[src/rtl/fwd_pkg.sv]
// Shared constants and helpers for the EX-stage forwarding / load-use hazard tracker.
// Stage entry packing (MSB..LSB): {valid, is_load, rd[REG_ADDR_W-1:0]}.
package fwd_pkg;

  localparam int SEL_REGFILE = 0;   // select value meaning "take operand from register file"
  localparam int ENT_FLAG_W  = 2;   // valid + is_load

  function automatic int sel_width(input int num_stages);
    return $clog2(num_stages + 1);
  endfunction

  function automatic int entry_width(input int addr_w);
    return addr_w + ENT_FLAG_W;
  endfunction

  function automatic int ent_valid_bit(input int addr_w);
    return addr_w + 1;
  endfunction

  function automatic int ent_load_bit(input int addr_w);
    return addr_w;
  endfunction

endpackage

[src/rtl/fwd_match_prio.sv]
// Per-source priority match: nearest tracked writer of src wins and decides the load hazard.
module fwd_match_prio
  import fwd_pkg::*;
#(
  parameter int REG_ADDR_W       = 5,
  parameter int NUM_STAGES       = 2,
  parameter int LOAD_READY_STAGE = 2,
  localparam int SEL_W           = sel_width(NUM_STAGES),
  localparam int ENT_W           = entry_width(REG_ADDR_W)
) (
  input  logic [REG_ADDR_W-1:0]             src,
  input  logic [NUM_STAGES-1:0][ENT_W-1:0]  entries,
  output logic [SEL_W-1:0]                  sel,
  output logic                              load_hazard
);

  localparam int VB = ent_valid_bit(REG_ADDR_W);
  localparam int LB = ent_load_bit(REG_ADDR_W);

  logic hit;

  // entries[0] is stage 1 (EX/MEM); scanning upward, the first hit is the nearest writer
  always_comb begin
    sel         = SEL_W'(SEL_REGFILE);
    load_hazard = 1'b0;
    hit         = 1'b0;
    for (int k = 0; k < NUM_STAGES; k++) begin
      if (!hit && (src != '0) && entries[k][VB] && (entries[k][REG_ADDR_W-1:0] == src)) begin
        hit         = 1'b1;
        sel         = SEL_W'(k + 1);
        load_hazard = entries[k][LB] && ((k + 1) < LOAD_READY_STAGE);
      end
    end
  end

endmodule

[src/rtl/fwd_hazard_tracker.sv]
// EX-stage forwarding and load-use hazard unit; tracks in-flight writers in its own
// shift register of post-EX stages and counts load-use stall cycles (saturating).
module fwd_hazard_tracker
  import fwd_pkg::*;
#(
  parameter int REG_ADDR_W       = 5,
  parameter int NUM_SRC          = 2,
  parameter int NUM_STAGES       = 2,
  parameter int LOAD_READY_STAGE = 2,
  parameter int CNT_W            = 32,
  localparam int SEL_W           = sel_width(NUM_STAGES)
) (
  input  logic                          i_clock,
  input  logic                          i_reset,
  input  logic                          i_ex_valid,
  input  logic                          i_ex_regwrite,
  input  logic                          i_ex_is_load,
  input  logic [REG_ADDR_W-1:0]         i_ex_rd,
  input  logic [NUM_SRC*REG_ADDR_W-1:0] i_ex_src,
  input  logic                          i_stall,
  input  logic                          i_flush,
  output logic [NUM_SRC*SEL_W-1:0]      o_fwd_sel,
  output logic                          o_stall_req,
  output logic [CNT_W-1:0]              o_stall_count
);

  localparam int ENT_W = entry_width(REG_ADDR_W);

  logic [NUM_STAGES-1:0][ENT_W-1:0] entries;
  logic [ENT_W-1:0]                 ex_entry;
  logic [NUM_SRC-1:0]               haz;

  // writes to r0 are never tracked, so r0 can never be forwarded
  assign ex_entry = {i_ex_valid & i_ex_regwrite & (i_ex_rd != '0), i_ex_is_load, i_ex_rd};

  for (genvar j = 0; j < NUM_SRC; j++) begin : g_src
    fwd_match_prio #(
      .REG_ADDR_W      (REG_ADDR_W),
      .NUM_STAGES      (NUM_STAGES),
      .LOAD_READY_STAGE(LOAD_READY_STAGE)
    ) u_match (
      .src        (i_ex_src[j*REG_ADDR_W +: REG_ADDR_W]),
      .entries    (entries),
      .sel        (o_fwd_sel[j*SEL_W +: SEL_W]),
      .load_hazard(haz[j])
    );
  end

  assign o_stall_req = |haz;

  // freeze beats everything; a stall or flush injects a bubble while older entries advance
  always_ff @(posedge i_clock) begin
    if (i_reset) begin
      entries       <= '0;
      o_stall_count <= '0;
    end else if (!i_stall) begin
      if (o_stall_req && (o_stall_count != '1))
        o_stall_count <= o_stall_count + CNT_W'(1);
      entries[0] <= (o_stall_req || i_flush) ? '0 : ex_entry;
      for (int k = 1; k < NUM_STAGES; k++)
        entries[k] <= entries[k-1];
    end
  end

endmodule

[config.mk]
export PLATFORM = sky130hd
export DESIGN_NAME = fwd_hazard_tracker
export DESIGN_NICKNAME = d
export VERILOG_FILES = /design/src/rtl/fwd_pkg.sv /design/src/rtl/fwd_match_prio.sv /design/src/rtl/fwd_hazard_tracker.sv
export SDC_FILE = /design/constraint.sdc
export NUM_CORES = 1
export LEC_CHECK = 0
export BUFFER_PORTS_ARGS = -buffer_cell sky130_fd_sc_hd__buf_2
export CAP_MARGIN = 15
export CORE_MARGIN = 2
export CORE_UTILIZATION = 48
export DETAILED_ROUTE_END_ITERATION = 8
export HOLD_SLACK_MARGIN = 0.08
export PLACE_DENSITY = 0.78
export SLEW_MARGIN = 20
export SYNTH_ARGS = -nofsm -noshare
export SYNTH_HDL_FRONTEND = slang
export SYNTH_SLANG_ARGS = --single-unit
[constraint.sdc]
create_clock -name i_clock -period 1.84 [get_ports i_clock]
set_input_delay 0.184 -clock i_clock [delete_from_list [all_inputs] [get_ports i_clock]]
set_output_delay 0.184 -clock i_clock [all_outputs]
set_load 0.01 [all_outputs]
Word level (Yosys, flattened, before mapping)
Cells that the tools add are included.
{"block": "word_totals", "inputBits": 22, "reg_bits": 46}
{"block": "op_classes", "reduce_logical": 19, "n_bitwise": 3, "n_eq_ne": 5, "n_mux": 11, "addsub": 1}
{"op": "adder 32 x 1 -> 32 bit (second input constant)", "n": 1}
{"op": "!= test 32 bit (second input constant)", "n": 1}
{"op": "equality test 5 bit", "n": 4}
{"op": "nonzero test 5 bit", "n": 3}
{"op": "logical AND 1 bit", "n": 11}
{"op": "two-way mux 1 bit", "n": 8}
{"op": "two-way mux 7 bit", "n": 1}
{"op": "two-way mux 2 bit", "n": 2}
{"op": "AND 1 bit", "n": 2}
{"op": "zero test 1 bit", "n": 2}
{"op": "AND reduction 2 bit", "n": 1}
{"op": "OR reduction 2 bit", "n": 1}
{"op": "logical OR 1 bit", "n": 1}
{"op": "inverter 1 bit", "n": 1}

Depth between registers and ports, before layout
Gate-level depths: netlist of the first run.
{"block": "depth", "word_depth": 12, "mapped_depth": 9, "mapped_depth_nobuf": 7}

By module
A second synthesis of the first run with hierarchy kept.
{"block": "hier_totals", "hier_cells": 296, "area_unflattened_um2": 2527.4}
{"module": "fwd_hazard_tracker", "area_per_inst_um2": 2204.6, "cells_each": 252, "n_inst": 1}
{"module": "fwd_match_prio", "area_per_inst_um2": 161.4, "cells_each": 22, "n_inst": 2}

Least setup slack after synthesis of the first run
OpenSTA, ideal clock, no wires.
{"block": "synth_path", "path_kind": "reg-to-reg", "from": "register o_stall_count[0]", "to": "register o_stall_count[1]", "path_stages_with_launch": 10, "synth_period_minus_slack_ps": 2099, "setup_ps": 128, "arrival_time_ps": 1971, "path_slack_ps": -259, "required_time_ps": 1712, "cell_sequence": "dfxtp_1 > ha_1 > nand3_1 > nor4_2 > a31oi_1 > o211ai_4 > buf_6 > buf_6 > mux2i_1 > nor2_1"}
{"block": "synth_between", "elab_chain_len": 3, "word_cells_on_any_way": 4, "cone_classes": "add/sub (1); eq/ne (1); reduce/logical (2)"}
{"item": "from (decl)", "line_no": "fwd_hazard_tracker.sv:24", "rtl": "output logic [CNT_W-1:0] o_stall_count"}
{"item": "from (signal assigned)", "line_no": "fwd_hazard_tracker.sv:58", "rtl": "o_stall_count <= o_stall_count + CNT_W'(1);"}
{"item": "parallel branches: the longest is 3 deep, another holds adder 32 x 1 -> 32 bit"}
Parallel ways; which one is timed is not known.
A chain may end at the register's enable or synchronous reset.

Worst setup path after layout of the first run
{"block": "layout_path", "from": "register entries[4] (netlist name)", "to": "register o_stall_count[16]"}
{"block": "layout_between", "elab_chain_len": 11, "word_cells_on_any_way": 21, "cone_classes": "eq/ne (2); mux (6); reduce/logical (13)"}
{"item": "from (decl)", "line_no": "fwd_hazard_tracker.sv:29", "rtl": "logic [NUM_STAGES-1:0][ENT_W-1:0] entries;"}
{"item": "from (signal, indexed assignment)", "line_no": "fwd_hazard_tracker.sv:61", "rtl": "entries[k] <= entries[k-1];"}
{"item": "equality test 5 bit", "line_no": "fwd_match_prio.sv:28", "rtl": "if (!hit && (src != '0) && entries[k][VB] && (entries[k][REG_ADDR_W-1:0] == src)) begin"}
{"item": "logical AND 1 bit", "line_no": "fwd_match_prio.sv:28"}
{"item": "two-way mux 1 bit", "line_no": "fwd_match_prio.sv:28"}
{"item": "zero test 1 bit", "line_no": "fwd_match_prio.sv:28"}
{"item": "logical AND 1 bit (3 in a row)", "line_no": "fwd_match_prio.sv:28"}
{"item": "two-way mux 1 bit", "line_no": "fwd_match_prio.sv:28"}
{"item": "OR reduction 2 bit (*)", "line_no": "fwd_hazard_tracker.sv:49", "rtl": "assign o_stall_req = |haz;"}
{"item": "logical AND 1 bit (*)", "line_no": "fwd_hazard_tracker.sv:57", "rtl": "if (o_stall_req && (o_stall_count != '1))"}
{"item": "AND reduction 2 bit (no source line) (*)"}
Every way passes the cells marked *; elsewhere a longest branch is shown, timed or not.

==> results of run 1 <==
-- synth_stat cells, types with 3 or more instances --
master	count	area [um2]
a21oi_1	26	130
a32oi_1	7	61.3
buf_6	4	45.0
clkbuf_1	5	18.8
dfxtp_1	45	901
inv_1	5	18.8
mux2i_1	7	70.1
nand2_1	15	56.3
nand3_1	14	70.1
nand4_1	12	75.1
nor2_1	26	97.6
nor3_1	3	15.0
nor4_1	3	18.8
nor4_4	3	63.8
o21ai_0	16	80.1
o21ai_1	9	45.0
or3_1	25	156
or4_1	4	30.0
xnor2_1	16	140
xor2_1	6	52.6
-- through the flow --
| step | total power (uW) | utilization (%) | instances | hold WS, ns |
|---|---|---|---|---|
| global placement | 1150 | 67.2 | 450 | 0.456 |
| CTS | 1780 | 73.6 | 470 | 0.165 |
| global route | 1850 | 79.3 | 481 | 0.189 |
| detailed placement | 1150 | 67.2 | 450 | 0.470 |
| floorplan | 1090 | - | 277 | 0.352 |
| finish | 1810 | 79.3 | 481 | 0.179 |
-- timing repair --
action                                  CTS  global route
pin swaps                                 6            20
gates cloned                              1             1
endpoints found under the setup margin   32            42
setup buffers                            12            12
resized for setup                        21            46
-- report_power, final --
part	leakage [uW]	internal (uW)	switching [uW]
combinational	0.00115	76.1	90.3
sequential	0.000371	979	13.1
clock	0.0000433	298	351
-- layout make-up --
cell class                 count  area [um2]
multi-input combinational    215        1630
timing repair buffer         142        1020
fill                         306         983
sequential                    45         925
tap                           67        83.8
clock buffer                   6        82.6
inverter                       5        18.8
clock inverter                 1        7.51
-- layer usage --
| metal | track usage, % | wire length, um | share of wire [%] |
|---|---|---|---|
| met5 | 0 | 0 | 0 |
| met3 | 4.55 | 452 | 5.0 |
| met1 | 34.4 | 3750 | 41 |
| met2 | 47.7 | 4470 | 49 |
| met4 | 12.3 | 408 | 4.5 |
-- tightest hold or removal path, delay by kind of cell --
kind,cells,cell delay (ns)
simple gates,1,0.09
compound gates,1,0.09
buf+inv,1,0.09
-- cells by family (layout without fill, tap and decap cells) --
family                   after synthesis  in the layout
multiplexers                           9              9
AO/OA/AOI/OAI                         66             66
AND/OR/NAND/NOR                      117            117
adder cells (fa/ha/maj)                1              1
buffers and inverters                 17            154
flip-flops                            45             45
XOR/XNOR                              22             22
-- sequential cells by signal, summed over array words and instances, names as in the netlist --
register / cells
entries: 13
o_stall_count: 32
-- final timing paths --
| path | endpoint | cells past startpoint |
|---|---|---|
| max | o_stall_count[16] | 8 |
| min reg2reg | o_stall_count[27] | 2 |
| min | entries[4] | 3 |
| max reg2reg | o_stall_count[16] | 8 |
==> metrics.cfg, run 1 <==
[outcome]
outcome = finished with violations
failed_checks = negative setup slack

[setup_path]
r2r_slack_ns = -0.27
crit_path_start_kind = flip-flop
path_cells = xnor2_1 -> nand4_1 -> nor4_4 -> o211ai_4 -> buf_4 -> buf_6 -> nor3_4 -> mux2_4
critPathTopFamily = simple AND/OR/NAND/NOR gates
cp_slowest_cell = dfxtp_4
crit_arrival_ns = 2.32
r2r-start = entries[4]
critPathMaxStageDelay_ns = 0.37
cp_max_fo = 6
crit_start = entries[4]
path_class = flip-flop to flip-flop
endpoint_kind = flip-flop
critPathRequiredTime_ns = 2.05
cp_num_buf_inv = 2

[worst_hold_path]
worst_hold_path_type = input port to flip-flop
hold_start = i_ex_rd[4]

[die]
initial_core_util_pct = 50.4
io_pins = 59
dieArea_um2 = 5570
core_region_area_um2 = 4750
die_w_um = 74.7
core.rowCount = 25
die_h_um = 74.7

[sta]
worstMarginPinSlew_ns = 0.612
hold_viol = 0
skew_ns = 0.0147
relSlewSlack_pct = 59.0
finalSetupTns_ns = -7.51
fmax_ghz = 0.474
period_share_pct = 115
setup_viol = 44
worst_slack_ns = -0.269
rsz0062_at_grt = true
post-route-min-period_ns = 2.11
slew_violations = 0

[drt]
drt-initial-drc-count = 192
routedWlPerCell_um = 18.9
vias = 2925
ant_nets = 0
drc_errors = 0
wl_mm = 9.08
vias_per_cell = 6.08
drt_first_pass_iters = 5

[global_routing]
track_usage_pct = 27.8
grt_max_degree = 31
grt_pass1_wl_mm = 11.8
antenna_found_initial = 0
gr-total-overflow = 0
grt_pass1_vias = 2573

[cts]
cts_tree = done
insertion_delay_ns = 0.31
cts_buffers = 5
cts_root_buffer = clkbuf_8
clkTransAtPathRegs_ns = 0.10
cts_hold_buf = 0
cts_sinks = 45
h-tree-depth = 2
clockBufferDepth = 2

[yosys]
synth_warnings = 0
synthCells = 277
synth_top_family_by_area = simple AND/OR/NAND/NOR gates
synth_adder_area_share_pct = 0.522
ys_types = 41
yosysSeqAreaShare_pct = 37.6
synth_edf_count = 0
async_flop_share_pct = 0
synth-simple-area-share_pct = 28.5
syn_avg_cell_area_um2 = 8.65
yosys-mux-area-fraction_pct = 4.02
synth-seq-cells = 45
synth_xor_area_share_pct = 8.04
synth_ff_type = dfxtp_1
synth_compound_area_share_pct = 16.5
syn_nets = 300
syn_area_um2 = 2400

[place]
placed_cell_area_um2 = 3190
place_hpwl_mm = 4.86
gp_congestion = 0.890
dpl_worst_slack_ns = -0.168
io_buffers = 58

[layout]
design_area_um2 = 3770
layout-drive-gt1-share_pct = 51.0
most-common-layout-cells = buf_4 (70), buf_2 (56), dfxtp_1 (30), nor2_1 (25)
nNetsFinal = 437
area_delta_synth_final_pct = 57.4
antennaDiodeCount = 0
final_common_cell = buf_4

[pwr]
vdd_ir_drop_max_mv = 0.320
p_per_area_nw_per_um2 = 479
p_leak_uw = 0.00156

[run]
drv_cap = 0

Power figures use the tool's default switching activity.
==> run 2: changes to the inputs <==
--- a/constraint.sdc
+++ b/constraint.sdc
@@ -3,2 +3,2 @@
 set_output_delay 0.184 -clock i_clock [all_outputs]
-set_load 0.01 [all_outputs]
+set_load 0.05 [all_outputs]
==> metrics.cfg, run 2 (synthesis gave the netlist of run 1 again) <==
[layout]
antennaDiodeCount = 0  ; unchanged
stdcell_count = 471  ; -2.1%
largest_reg_flops = 32  ; unchanged
largest_register = o_stall_count
layout-drive-gt1-share_pct = 51.5  ; +0.52 points
final_util_pct = 78.4  ; -0.89 points
most-common-layout-cells = buf_4 (69), buf_2 (53), dfxtp_1 (30), nor2_1 (26), or3_1 (19)
largestRegisters = o_stall_count: 32 flops, entries: 13 flops
final_common_cell = buf_4
nNetsFinal = 427  ; -2.3%
area_delta_synth_final_pct = 55.6
fillerInstances = 298  ; -2.6%

[cts]
insertion_delay_ns = 0.30  ; about the same
clockBufferDepth = 2  ; unchanged
clkTransAtPathRegs_ns = 0.09  ; about the same
cts_sinks = 45  ; unchanged
cts_hold_buf = 0  ; unchanged
cts_buffers = 5  ; unchanged
h-tree-depth = 2  ; unchanged
cts_tree = done
cts_root_buffer = clkbuf_8

[sta]
post-route-min-period_ns = 2.07  ; -0.0399 ns
whs_ns = 0.156  ; -0.0232 ns
hold_viol = 0  ; unchanged
period_share_pct = 112  ; -2.2 points
rsz0062_at_grt = true
fmax_ghz = 0.483  ; +1.9%
skew_ns = 0.0104  ; -0.00433 ns
worst_slack_ns = -0.229  ; +0.0399 ns
slew_violations = 0  ; unchanged
relSlewSlack_pct = 65.6  ; +6.6 points
worstMarginPinSlew_ns = 0.516  ; -0.0966 ns
finalSetupTns_ns = -4.85  ; +2.66 ns
setup_viol = 38  ; -14%

[setup_path]
cp_common_cell = buf_6
cp_slowest_cell = nor4_4
path_class = flip-flop to primary output
critPathMaxStageDelay_ns = 0.45  ; +0.08 ns
cp_max_fo = 8  ; +2
critPathTopFamily = simple AND/OR/NAND/NOR gates
crit_arrival_ns = 1.89  ; -0.43 ns
critPathRequiredTime_ns = 1.66  ; -0.39 ns
endpoint_kind = primary output
cp_num_buf_inv = 3  ; +1
crit_path_start_kind = flip-flop
path_cells = buf_6 -> xor2_2 -> nor4_4 -> o21ai_2 -> inv_2 -> buf_6

[pwr]
p_leak_uw = 0.00153  ; -2.0%
vdd_ir_drop_max_mv = 0.413  ; +29%
p_per_area_nw_per_um2 = 511  ; +6.6%

[drt]
drt_first_pass_iters = 4  ; -1
drt-initial-drc-count = 176  ; -8.3%
vias_per_cell = 5.97  ; -1.8%
vias = 2813  ; -3.8%
wl_mm = 8.28  ; -8.9%
routedWlPerCell_um = 17.6  ; -6.9%
drc_errors = 0  ; unchanged
ant_nets = 0  ; unchanged

[global_routing]
track_usage_pct = 27.2  ; -0.57 points
grt_max_degree = 31  ; unchanged
antenna_found_initial = 0  ; unchanged
grt_pass1_vias = 2488  ; -3.3%
grt_pass1_wl_mm = 11.6  ; -1.5%
gr-total-overflow = 0  ; unchanged

[run]
drv_cap = 0  ; unchanged

[die]
die_h_um = 74.7  ; unchanged
dieArea_um2 = 5570  ; unchanged
core.rowCount = 25  ; unchanged
core_region_area_um2 = 4750  ; unchanged
die_w_um = 74.7  ; unchanged
io_pins = 59  ; unchanged
initial_core_util_pct = 50.4  ; unchanged

[place]
io_buffers = 58  ; unchanged
dp.cells = 452  ; +0.44%
gp_congestion = 0.912  ; +2.4%
place_hpwl_mm = 4.85  ; -0.19%

[outcome]
failed_checks = negative setup slack
outcome = finished with violations

[worst_hold_path]
worst_hold_path_type = input port to flip-flop

==> run 2: cell types whose count changed in the layout (fill, tap and decap cells not counted), moves of 3 or more <==
cell	previous run	this run
buf_2	56	53
buf_6	13	4
a21oi_2	6	14
a21oi_1	20	12
a32oi_1	4	7
a32oi_2	3	0
==> run 2: worst register-to-register path, cell delays in order, from the launching register on <==
cell and delay [ns]:
dfxtp_4 0.37, buf_6 0.12, xor2_2 0.17, nor4_4 0.45, o211ai_4 0.17, buf_12 0.19
or4_4 0.42, a21oi_2 0.12
==> run 2: layout make-up <==
class | instances | area, um2 | share of cell area (%)
clock buffers | 5 | 68.8 | 1.85
multi-input cells | 215 | 1650 | 44.2
repair buffers | 132 | 951 | 25.5
clock inverters | 2 | 35.0 | 0.940
flip-flops and latches | 45 | 925 | 24.8
well taps | 67 | 83.8 | 2.25
inverters | 5 | 18.8 | 0.503
==> run 2: timing repair <==
item                       in CTS  in global routing
setup endpoints to repair      37                 44
buffers inserted                8                  2
cloned                          1                  1
pin swaps                      11                 13
gates resized for setup        33                 40
==> run 2: final timing paths <==
check	start	endpoint	slack [ns]	cells after the start
worst min register to register	o_stall_count[27]	o_stall_count[27]	0.53	2
worst max-delay path	entries[0]	o_stall_req	-0.23	6
worst min-delay path	i_ex_rd[1]	entries[1]	0.16	3
worst max register to register	entries[0]	o_stall_count[22]	-0.22	7
==> run 2: metal layers <==
metal  track usage, %  wire, um  up-vias
met4             11.5       388        0
met2             44.1      4120      123
li1                 -         -     1272
met5                0         0        -
met3             4.95       454       36
met1             35.8      3320     1382
==> run 2: power by group <==
group	switching (uW)	internal (uW)	total, uW	leakage, uW
combinational	93.3	87.1	180	0.00111
clock	337	395	732	0.0000540
sequential	13.0	979	992	0.000371
==> run 2: per-stage QoR <==
| stage | total power, uW | worst slack [ns] | cell area [um2] |
|---|---|---|---|
| 2_1_floorplan | 1090 | -0.514 | 2440 |
| 3_3_place_gp | 1160 | -0.205 | 3200 |
| 3_5_place_dp | 1160 | -0.266 | 3200 |
| 4_1_cts | 1880 | -0.215 | 3540 |
| 5_1_grt | 1950 | -0.274 | 3730 |
| 6_report | 1900 | -0.229 | 3730 |
==> run 3: changes to the inputs <==
Settings changed: CORE_UTILIZATION 48 to 40, PLACE_DENSITY 0.78 to 0.67.
==> metrics.cfg, run 3 (synthesis gave the netlist of run 1 again) <==
[cts]
cts_buffers = 5  ; unchanged
cts_hold_buf = 0  ; unchanged
clockBufferDepth = 2  ; unchanged
cts_sinks = 45  ; unchanged
insertion_delay_ns = 0.30  ; about the same
cts_root_buffer = clkbuf_8
clkTransAtPathRegs_ns = 0.09  ; about the same
cts_tree = done
h-tree-depth = 2  ; unchanged

[layout]
largest_register = o_stall_count
largestRegisters = o_stall_count: 32 flops, entries: 13 flops
area_delta_synth_final_pct = 61.8
largest_reg_flops = 32  ; unchanged
final_util_pct = 66.3  ; -12 points
regArea_um2 = 927  ; +0.27%
nNetsFinal = 438  ; +2.6%
antennaDiodeCount = 0  ; unchanged
layout-drive-gt1-share_pct = 51.0  ; -0.52 points
final_common_cell = buf_4
fillerInstances = 463  ; +55%
design_area_um2 = 3880  ; +4.0%
stdcell_count = 491  ; +4.2%
multi_input_area_um2 = 1660  ; +0.99%
most-common-layout-cells = buf_4 (77), buf_2 (51), dfxtp_1 (30), nor2_1 (26), or3_1 (23)

[drt]
wl_mm = 7.35  ; -11%
drt_first_pass_iters = 6  ; +2
ant_nets = 0  ; unchanged
vias_per_cell = 5.40  ; -9.6%
routedWlPerCell_um = 15.0  ; -15%
drt-initial-drc-count = 140  ; -20%
vias = 2651  ; -5.8%
drc_errors = 0  ; unchanged

[global_routing]
antenna_found_initial = 0  ; unchanged
grt_max_degree = 28  ; -9.7%
grt_pass1_vias = 2521  ; +1.3%
grt_pass1_wl_mm = 11.3  ; -3.0%
track_usage_pct = 21.8  ; -5.4 points
gr-total-overflow = 0  ; unchanged

[sta]
skew_ns = 0.00518  ; -0.00519 ns
hold_viol = 0  ; unchanged
relSlewSlack_pct = 60.1  ; -5.5 points
worst_slack_ns = -0.188  ; +0.0412 ns
setup_viol = 29  ; -24%
worstMarginPinSlew_ns = 0.596  ; +0.0798 ns
slew_violations = 0  ; unchanged
period_share_pct = 110  ; -2.2 points
rsz0062_at_grt = true
post-route-min-period_ns = 2.03  ; -0.0412 ns
fmax_ghz = 0.493  ; +2.0%

[place]
dpl_worst_slack_ns = -0.222  ; +0.0435 ns
dp.cells = 463  ; +2.4%
placed_cell_area_um2 = 3230  ; +1.0%
gp_congestion = 0.847  ; -7.1%
io_buffers = 58  ; unchanged
place_hpwl_mm = 4.71  ; -2.9%

[die]
die_w_um = 81.4  ; +9.0%
die_h_um = 81.4  ; +9.0%
io_pins = 59  ; unchanged
dieArea_um2 = 6630  ; +19%
core.rowCount = 28  ; +12%
initial_core_util_pct = 41.0  ; -9.4 points
core_region_area_um2 = 5850  ; +23%

[setup_path]
critPathRequiredTime_ns = 2.08  ; +0.42 ns
cp_num_buf_inv = 3  ; unchanged
endpoint_kind = flip-flop
crit_path_start_kind = flip-flop
crit_arrival_ns = 2.27  ; +0.38 ns
critPathMaxStageDelay_ns = 0.40  ; -0.05 ns
cp_slowest_cell = dfxtp_2
critPathTopFamily = simple AND/OR/NAND/NOR gates
path_cells = xnor2_2 -> nand4_1 -> nor4_4 -> buf_4 -> o211ai_4 -> buf_12 -> buf_6 -> or3_4 -> a21oi_2
cp_max_fo = 5  ; -3
path_class = flip-flop to flip-flop

[worst_hold_path]
worst_hold_path_type = input port to flip-flop

[pwr]
vdd_ir_drop_max_mv = 0.310  ; -25%
p_per_area_nw_per_um2 = 508  ; -0.55%
p_leak_uw = 0.00163  ; +6.1%
finalPower_uw = 1970  ; +3.4%

[outcome]
outcome = finished with violations
failed_checks = negative setup slack

[run]
drv_cap = 0  ; unchanged

[run 3: changes by cell type in the layout (fill, tap and decap cells not counted), moves of 5 or more]
cell and delta:
a21oi_1 +7, a21oi_2 -7, buf_4 +8, buf_6 +5
[run 3: path summary, 6_finish.rpt]
kind,start,to,slack [ns],cells past startpoint
max,entries[3],o_stall_count[27],-0.19,9
min,i_ex_rd[2],entries[2],0.16,3
max reg2reg,entries[3],o_stall_count[27],-0.19,9
min reg2reg,o_stall_count[31],o_stall_count[31],0.50,2
[run 3: final cells by class]
class	instances	area share [%]
clock buffer	7	2.23
clock inverter	1	0.775
inverter	5	0.484
multi-input combinational	215	42.9
sequential	45	23.9
tap	75	2.42
timing repair buffer	143	27.3
[run 3: repair_timing]
item | 4_1_cts | 5_1_grt
resized for setup | 35 | 37
pin swaps | 16 | 21
cloned | 2 | 0
endpoints found under the setup margin | 43 | 44
buffers inserted | 15 | 4
[run 3: stage by stage]
| step | hold slack [ns] | TNS [ns] |
|---|---|---|
| 4_1_cts | 0.147 | -2.37 |
| 3_5_place_dp | 0.458 | -2.91 |
| 3_3_place_gp | 0.456 | -1.49 |
| 2_1_floorplan | 0.352 | -17.83 |
| 6_report | 0.160 | -2.90 |
| 5_1_grt | 0.172 | -7.34 |
[run 3: report_power, final]
part / internal [uW] / switching (uW) / leakage (uW)
logic: 92.3 / 89.5 / 0.00120
registers: 979 / 12.5 / 0.000371
clock network: 443 / 352 / 0.0000585
total: 1510 / 454 / 0.00163
[run 3: worst min-delay path, stage by stage]
cell and delay, ns:
buf_2 0.09, a32oi_1 0.09, nor2_1 0.07
[run 3: routing by layer]
layer	global-route usage, %	wire (um)
met1	25.2	2990
met2	40.1	3930
met3	3.78	306
met4	7.29	133
met5	0	0
